$ cat src/rtl/pipelined_fp_rounder.sv
// Two-stage floating-point rounder: stage 1 rounds the fraction, stage 2 folds the
// carry into the exponent and saturates on overflow. Define FP_ROUNDER_FLAGS_EN to add out_flags.
module pipelined_fp_rounder #(
    parameter int MANT_W = 23,
    parameter int EXP_W  = 8
) (
    input  logic              clk,
    input  logic              rst,
    input  logic              in_valid,
    output logic              in_ready,
    input  logic              in_sign,
    input  logic [EXP_W-1:0]  in_exp,
    input  logic [MANT_W-1:0] in_mant,
    input  logic [2:0]        in_grs,
    input  logic [2:0]        in_rm,
    output logic              out_valid,
    input  logic              out_ready,
    output logic              out_sign,
    output logic [EXP_W-1:0]  out_exp,
    output logic [MANT_W-1:0] out_mant
`ifdef FP_ROUNDER_FLAGS_EN
    ,
    output logic [1:0]        out_flags
`endif
);

    typedef enum logic [2:0] {
        RM_RNE = 3'd0,
        RM_RTZ = 3'd1,
        RM_RDN = 3'd2,
        RM_RUP = 3'd3,
        RM_RMM = 3'd4
    } rm_e;

    typedef struct packed {
        logic              sign;
        logic [EXP_W-1:0]  exp;
        logic [MANT_W-1:0] mant;
        logic              carry;
        logic [2:0]        rm;
`ifdef FP_ROUNDER_FLAGS_EN
        logic              inexact;
`endif
    } s1_t;

    typedef struct packed {
        logic              sign;
        logic [EXP_W-1:0]  exp;
        logic [MANT_W-1:0] mant;
    } s2_t;

    localparam logic [EXP_W-1:0] EXP_ONE  = {{(EXP_W-1){1'b0}}, 1'b1};
    localparam logic [EXP_W-1:0] EXP_MAXF = {{(EXP_W-1){1'b1}}, 1'b0};

    logic [2:1] vld_pipe_q;
    s1_t        s1_q, s1_d;
    s2_t        s2_q, s2_d;
    logic       s1_adv, s2_adv;
    logic       round_up;
    logic [EXP_W-1:0] exp_rnd;
    logic       ovf, to_inf;

    assign s2_adv    = out_ready | ~vld_pipe_q[2];
    assign s1_adv    = ~vld_pipe_q[1] | s2_adv;
    assign in_ready  = s1_adv;
    assign out_valid = vld_pipe_q[2];
    assign out_sign  = s2_q.sign;
    assign out_exp   = s2_q.exp;
    assign out_mant  = s2_q.mant;

    // Stage 1: round-increment decision and fraction add
    always_comb begin
        case (in_rm)
            RM_RNE:  round_up = in_grs[2] & (in_grs[1] | in_grs[0] | in_mant[0]);
            RM_RDN:  round_up = in_sign & (|in_grs);
            RM_RUP:  round_up = ~in_sign & (|in_grs);
            RM_RMM:  round_up = in_grs[2];
            default: round_up = 1'b0;
        endcase
        s1_d.sign = in_sign;
        s1_d.exp  = in_exp;
        s1_d.rm   = in_rm;
        {s1_d.carry, s1_d.mant} = {1'b0, in_mant} + {{MANT_W{1'b0}}, round_up};
`ifdef FP_ROUNDER_FLAGS_EN
        s1_d.inexact = |in_grs;
`endif
    end

    // Stage 2: carry into exponent; an all-ones exponent in or out means overflow
    always_comb begin
        exp_rnd = s1_q.carry ? s1_q.exp + EXP_ONE : s1_q.exp;
        ovf     = (&exp_rnd) | (&s1_q.exp);
        case (s1_q.rm)
            RM_RNE, RM_RMM: to_inf = 1'b1;
            RM_RDN:         to_inf = s1_q.sign;
            RM_RUP:         to_inf = ~s1_q.sign;
            default:        to_inf = 1'b0;
        endcase
        s2_d.sign = s1_q.sign;
        s2_d.exp  = exp_rnd;
        s2_d.mant = s1_q.carry ? '0 : s1_q.mant;
        if (ovf) begin
            s2_d.exp  = to_inf ? '1 : EXP_MAXF;
            s2_d.mant = to_inf ? '0 : '1;
        end
    end

`ifdef FP_ROUNDER_FLAGS_EN
    logic [1:0] flags_q;
    assign out_flags = flags_q;
`endif

    always_ff @(posedge clk or posedge rst) begin
        if (rst) begin
            vld_pipe_q <= '0;
            s1_q       <= '0;
            s2_q       <= '0;
`ifdef FP_ROUNDER_FLAGS_EN
            flags_q    <= '0;
`endif
        end else begin
            if (s1_adv) vld_pipe_q[1] <= in_valid;
            if (s2_adv) vld_pipe_q[2] <= vld_pipe_q[1];
            if (in_valid && in_ready) s1_q <= s1_d;
            if (s2_adv && vld_pipe_q[1]) begin
                s2_q <= s2_d;
`ifdef FP_ROUNDER_FLAGS_EN
                flags_q <= {ovf, s1_q.inexact | ovf};
`endif
            end
        end
    end

endmodule

$ cat config.mk
export PLATFORM = sky130hd
export DESIGN_NAME = pipelined_fp_rounder
export DESIGN_NICKNAME = d
export VERILOG_FILES = /design/src/rtl/pipelined_fp_rounder.sv
export SDC_FILE = /design/constraint.sdc
export NUM_CORES = 1
export LEC_CHECK = 0
export ABC_AREA = 1
export BUFFER_PORTS_ARGS = -buffer_cell sky130_fd_sc_hd__clkbuf_2
export CAP_MARGIN = 5
export CORE_MARGIN = 2
export CORE_UTILIZATION = 50
export CTS_BUF_LIST = sky130_fd_sc_hd__clkbuf_8
export CTS_CLUSTER_DIAMETER = 30
export DETAILED_ROUTE_END_ITERATION = 12
export GPL_ROUTABILITY_DRIVEN = 0
export GPL_TIMING_DRIVEN = 0
export PLACE_DENSITY = 0.75
export REMOVE_ABC_BUFFERS = 1
export SLEW_MARGIN = 40
export SYNTH_ARGS = -nofsm -noshare
export SYNTH_HDL_FRONTEND = slang
export SYNTH_SLANG_ARGS = --single-unit
export TNS_END_PERCENT = 5
$ cat constraint.sdc
create_clock -name clk -period 2.05 [get_ports clk]
set_input_delay 0.41 -clock clk [delete_from_list [all_inputs] [get_ports clk]]
set_output_delay 0.41 -clock clk [all_outputs]
set_load 0.005 [all_outputs]
Word level (Yosys, flattened, before mapping)
Cells that the tools add are included.

Bits in registers: 70. Output and inout bits: 34. Input bits: 42.

$add $sub $neg: 2. Reductions and logical operators: 8. Bitwise logic cells: 12. Mux-type cells: 7. Equal/unequal tests: 6.

Operator list (count): $mux W23 (2); $mux W31 (1); $add A23 B1 Y24 (1); $reduce_and A8 Y1 (2); $eq A3 B2 Y1 const B (4); $add A8 B1 Y8 const B (1); $mux W8 (1); $eq A3 B3 Y1 const B (2); $logic_not A3 Y1 (2); $or A1 B1 Y1 (5); $not A1 Y1 (4); $pmux W1 S4 (1); $and A1 B1 Y1 (3); $pmux W1 S3 (1); $reduce_or A3 Y1 (1); $logic_and A1 B1 Y1 (2); $reduce_or A2 Y1 (1); $mux W1 (1).

Longest topological paths before layout
Depth in word-level cells: 5. Mapped depth: 15. Depth with buffers taken out: 15.

Worst setup path after synthesis
Ideal clock, no wire load.

Kind: input to register. Start point: in in_rm[1]. End point: reg s1_q[24] in the netlist's numbering. Stages: 13. Path slack: -0.139 ns. Required time: 1.967 ns. Path buffers: 0. Library setup time: 0.083 ns. Data arrival time: 2.107 ns. Cells stage by stage: inv_1 nor2_1 nand3_1 o22ai_1 ha_1 ha_1 nand2_1 nor2_1 nand2_1 nor3_2 nand4_1 xor2_1 o21ai_0.

Cells in the longest elaborated chain, start to end: 3. Elaborated cells between the ends (all ways): 6.

Ends and longest elaborated chain: from (decl) (line 15) `input logic [2:0] in_rm,`; $eq A3 B3 Y1 (tied with other cells) (line 73) `case (in_rm)`; $pmux W1 S4 (*) (line 73); $add A23 B1 Y24 (*) (line 83) `{s1_d.carry, s1_d.mant} = {1'b0, in_mant} + {{MANT_W{1'b0}}, round_up};`; to (signal assigned) (line 116) `s1_q <= '0;`; to (signal assigned) (line 124) `if (in_valid && in_ready) s1_q <= s1_d;`; to (decl) (line 56) `s1_t s1_q, s1_d;`.

Mark *: on every way between the ends. The rest lies on a longest branch, timed or not. A chain may end at the register's enable or synchronous reset.

Final worst setup path
Start point: in in_rm[0]. End point: reg s1_q[24] in the netlist's numbering.

The elaborated chain is that of the path after synthesis.

==> impl_metrics.toml <==
[status]
outcome = "completed"

[power]
power.density_nw_per_um2 = 915
irDropWorstVdd_v = 0.000428
comb_power_share_pct = 23.4
internal_power_contribution_mw = 3.06
seq_power_share_pct = 42.5
power.switching_mw = 1.33
clock_power_share_pct = 34.1
static-leakage-power_nw = 2.63
netSwitchingFraction_pct = 30.4

[grt]
grt_remaining_overflow = 0
total_routing_resource_utilization_after_global_routing_pct = 22.4
maximum_number_of_pins_on_one_net_before_global_route_repair = 56
grt_antenna_before_repair = 0
grt_pass1_wl_um = 15000
via_count_of_the_first_global_routing_pass = 3323

[logic_synthesis]
synth_area_leaders = "dfrtp_1, nand2_1, inv_1"
netlist_instances = 520
synthXorXnorAreaFrac_pct = 2.53
synth_simple_gate_area_share_pct = 33.7
yosys_register_bits = 70
post_synth.cell_area_avg_sq_um = 7.33
seq_area_frac_synth_pct = 46.0
ys.warnings.count = 0
synth-compound-area-share_pct = 7.26
post_synth_num_cell_types = 31
mappedNetlistArea_sq_um = 3810
post_synth_mux_area_share_pct = 0
synth_top_area_share_pct = 46.0
synth-adder-area-share_pct = 1.31
synth_top_family_by_area = "simple AND/OR/NAND/NOR gates"
most_area_hungry_cell_type_in_the_yosys_netlist = "dfrtp_1"

[drt]
detail_route.wl_per_cell_um = 12.7
via_count = 3488
antenna_violating_nets_post_route = 0
iteration_0_drc_markers = 236
drt-vias-per-instance = 4.94
route.detailed.drc = 0
drt-total-wl_um = 8940
drt-pass1-iter-count = 5

[setup_path]
timing.critical_path.max_delay_family = "simple AND/OR/NAND/NOR gates"
worst_path_max_delay_cell = "ha_2"
delay_of_the_slowest_cell_on_the_worst_path_ns = 0.24
timing.critical_path.required_ns = 2.26
setup.worst_path.start_class = "input pin"
path_buf_inv = 2
crit_arrival_ns = 2.19
path_max_fanout = 4
setup.worst_path.end_class = "register"
critical_path_class = "input pin to register"
cp_cell_sequence = "buf_2 -> inv_2 -> nand2_2 -> nand3_2 -> o22ai_2 -> ha_2 -> ha_4 -> nand2_4 -> nor2_4 -> nand2_4 -> nor3_4 -> nand4_1 -> xor2_1 -> o21ai_1"
critical-path-top-cell-by-count = "nand2_4"

[timing]
highest_attainable_clock_frequency_mhz = 504
final.setup.tns_ns = 0
drv_slew = 0
finalHoldViolCount = 0
fin_crit_sh_pct = 96.8
period_needed_ns = 1.98
final.setup_skew_ns = 0.00968
final.setup.worst_slack_ns = 0.0654
tightest_slew_ns = 0.580
timing.slew.headroom_pct = 61.2
rsz0062_at_grt = "yes"
setup_viol = 0

[floorplanning]
io_pins = 76
design.die.area_sq_um = 8330
die_h_um = 91.3
core-area_sq_um = 7330
fp-row-count = 31
die-width_um = 91.3
initial_core_util_pct = 52.0

[placement]
io_buffers = 75
dpl.cell_count = 675
dpl.hpwl_um = 5660
dpl_ws_ns = -0.671

[clock_tree]
max-clock-path-buffers = 2
root_buffer = "clkbuf_8"
clk-insertion-delay-late_ns = 0.35
h_tree_depth = 3
cts-buffers-inserted = 9
tritoncts_num_sinks = 70
clock_transition_at_the_registers_of_the_reported_paths_ns = 0.08
tritoncts = "done"

[layout]
share_of_layout_cells_above_drive_strength_1_pct = 24.4
layout.nets = 648
antennaDiodeCount = 0
synthToLayoutAreaGrowth_pct = 25.9
finalNonFillerCells = 706
fillerInstances = 628

[run]
maxCapViolCount = 0

[hold_path]
hp-class = "input pin to register"
==> layer usage <==
| layer | vias to the layer above | GRT usage [%] | share of wire, % |
|---|---|---|---|
| met5 | - | 0 | 0 |
| met4 | 0 | 10.1 | 1.5 |
| met3 | 11 | 3.57 | 6.2 |
| met2 | 107 | 35.8 | 48 |
| met1 | 1572 | 30.1 | 45 |
| li1 | 1798 | - | - |
==> sequential cells by signal, summed over array words and instances (netlist names) <==
signal      cells
s1_q           36
out_mant       23
out_exp         8
vld_pipe_q      2
out_sign        1
==> worst reg2reg max path, cell delays in order, from the launching register on <==
cell and delay (ns):
dfrtp_4 0.53, buf_4 0.16, o21ai_0 0.25, nand3_1 0.17, nor2_4 0.21, nand3_4 0.12, buf_4 0.19, nand3_1 0.07
nand2_1 0.06, nand2_1 0.06, nand2_1 0.05
==> Yosys cell counts <==
library cell	count
o31ai_1	1
buf_6	3
o22ai_1	6
buf_2	4
nor3_1	1
nor2_1	53
nor2_2	1
clkbuf_1	12
o21ai_0	30
ha_1	4
nor4_1	1
a21oi_1	3
o211ai_1	1
nor2_4	2
inv_2	2
o21bai_1	2
dfrtp_1	70
nand3_1	44
a31oi_1	7
nand2_1	178
nand3_4	1
nor3_2	1
buf_4	1
or2_2	7
buf_1	2
nand3b_1	2
inv_1	61
xnor2_1	1
nand2_4	3
xor2_1	10
nand4_1	6
==> through the flow <==
stage / instance area, sq um / hold slack, ns / util (%) / power (mW)
after floorplan: 3700 / 0.449 / - / 2.43
after global placement: 4200 / 0.465 / 57.2 / 2.82
after detailed placement: 4250 / 0.341 / 58.0 / 2.85
after CTS: 4600 / 0.256 / 62.8 / 4.36
after global routing: 4800 / 0.266 / 65.4 / 4.65
final: 4800 / 0.258 / 65.4 / 4.39
==> cells by family after synthesis <==
group | count (synthesis)
simple gates | 300
xor+xnor | 11
buf+inv | 85
fa+ha+maj | 4
compound gates | 50
flops | 70
==> power groups by stage <==
stage	Sequential, mW	Clock (mW)	Combinational [mW]
2_1_floorplan	1.87	0	0.564
3_3_place_gp	1.88	0	0.942
3_5_place_dp	1.89	0	0.969
4_1_cts	1.86	1.51	0.994
5_1_grt	1.91	1.56	1.18
6_report	1.87	1.50	1.03
==> layout make-up <==
| type | instances | area, sq um | share of cell area (%) |
|---|---|---|---|
| Clock buffer | 9 | 124 | 2.58 |
| Clock inverter | 7 | 145 | 3.03 |
| Inverter | 63 | 249 | 5.19 |
| Multi-Input combinational cell | 366 | 1860 | 38.8 |
| Sequential cell | 70 | 1760 | 36.6 |
| Tap cell | 99 | 124 | 2.58 |
| Timing Repair Buffer | 92 | 539 | 11.2 |
==> path summary, 6_finish.rpt <==
kind	start	end	slack, ns	depth (start not counted)
min in group asynchronous	rst	out_mant[20]$_DFFE_PP0P_	0.52	3
min reg2reg	out_mant[19]$_DFFE_PP0P_	out_mant[19]$_DFFE_PP0P_	0.48	2
min	in_exp[0]	s1_q[27]$_DFFE_PP0P_	0.26	3
max	in_rm[0]	s1_q[24]$_DFFE_PP0P_	0.07	14
max in group asynchronous	rst	s1_q[6]$_DFFE_PP0P_	1.03	4
max reg2reg	s1_q[3]$_DFFE_PP0P_	out_mant[22]$_DFFE_PP0P_	0.07	10
==> cell usage in the layout, fill, tap and decap left out, types with 9 or more instances in the layout <==
cell type  Yosys  final
nand2_1      178    173
clkbuf_2       0     73
dfrtp_1       70     69
inv_1         61     58
nor2_1        53     47
nand3_1       44     42
o21ai_0       30     29
buf_4          1     13
xor2_1        10      9
clkbuf_8       0      9
==> what timing repair did <==
| action | 4_1_cts | 5_1_grt |
|---|---|---|
| gates resized for setup | 9 | 35 |
| endpoints found under the hold margin | 15 | 0 |
| gates cloned | 1 | 0 |
| buffers inserted | 4 | 9 |
| pin swaps | 2 | 14 |
| setup endpoints to repair | 32 | 52 |
| hold buffers | 1 | 0 |
No activity file was read; power rests on OpenSTA's default activity.
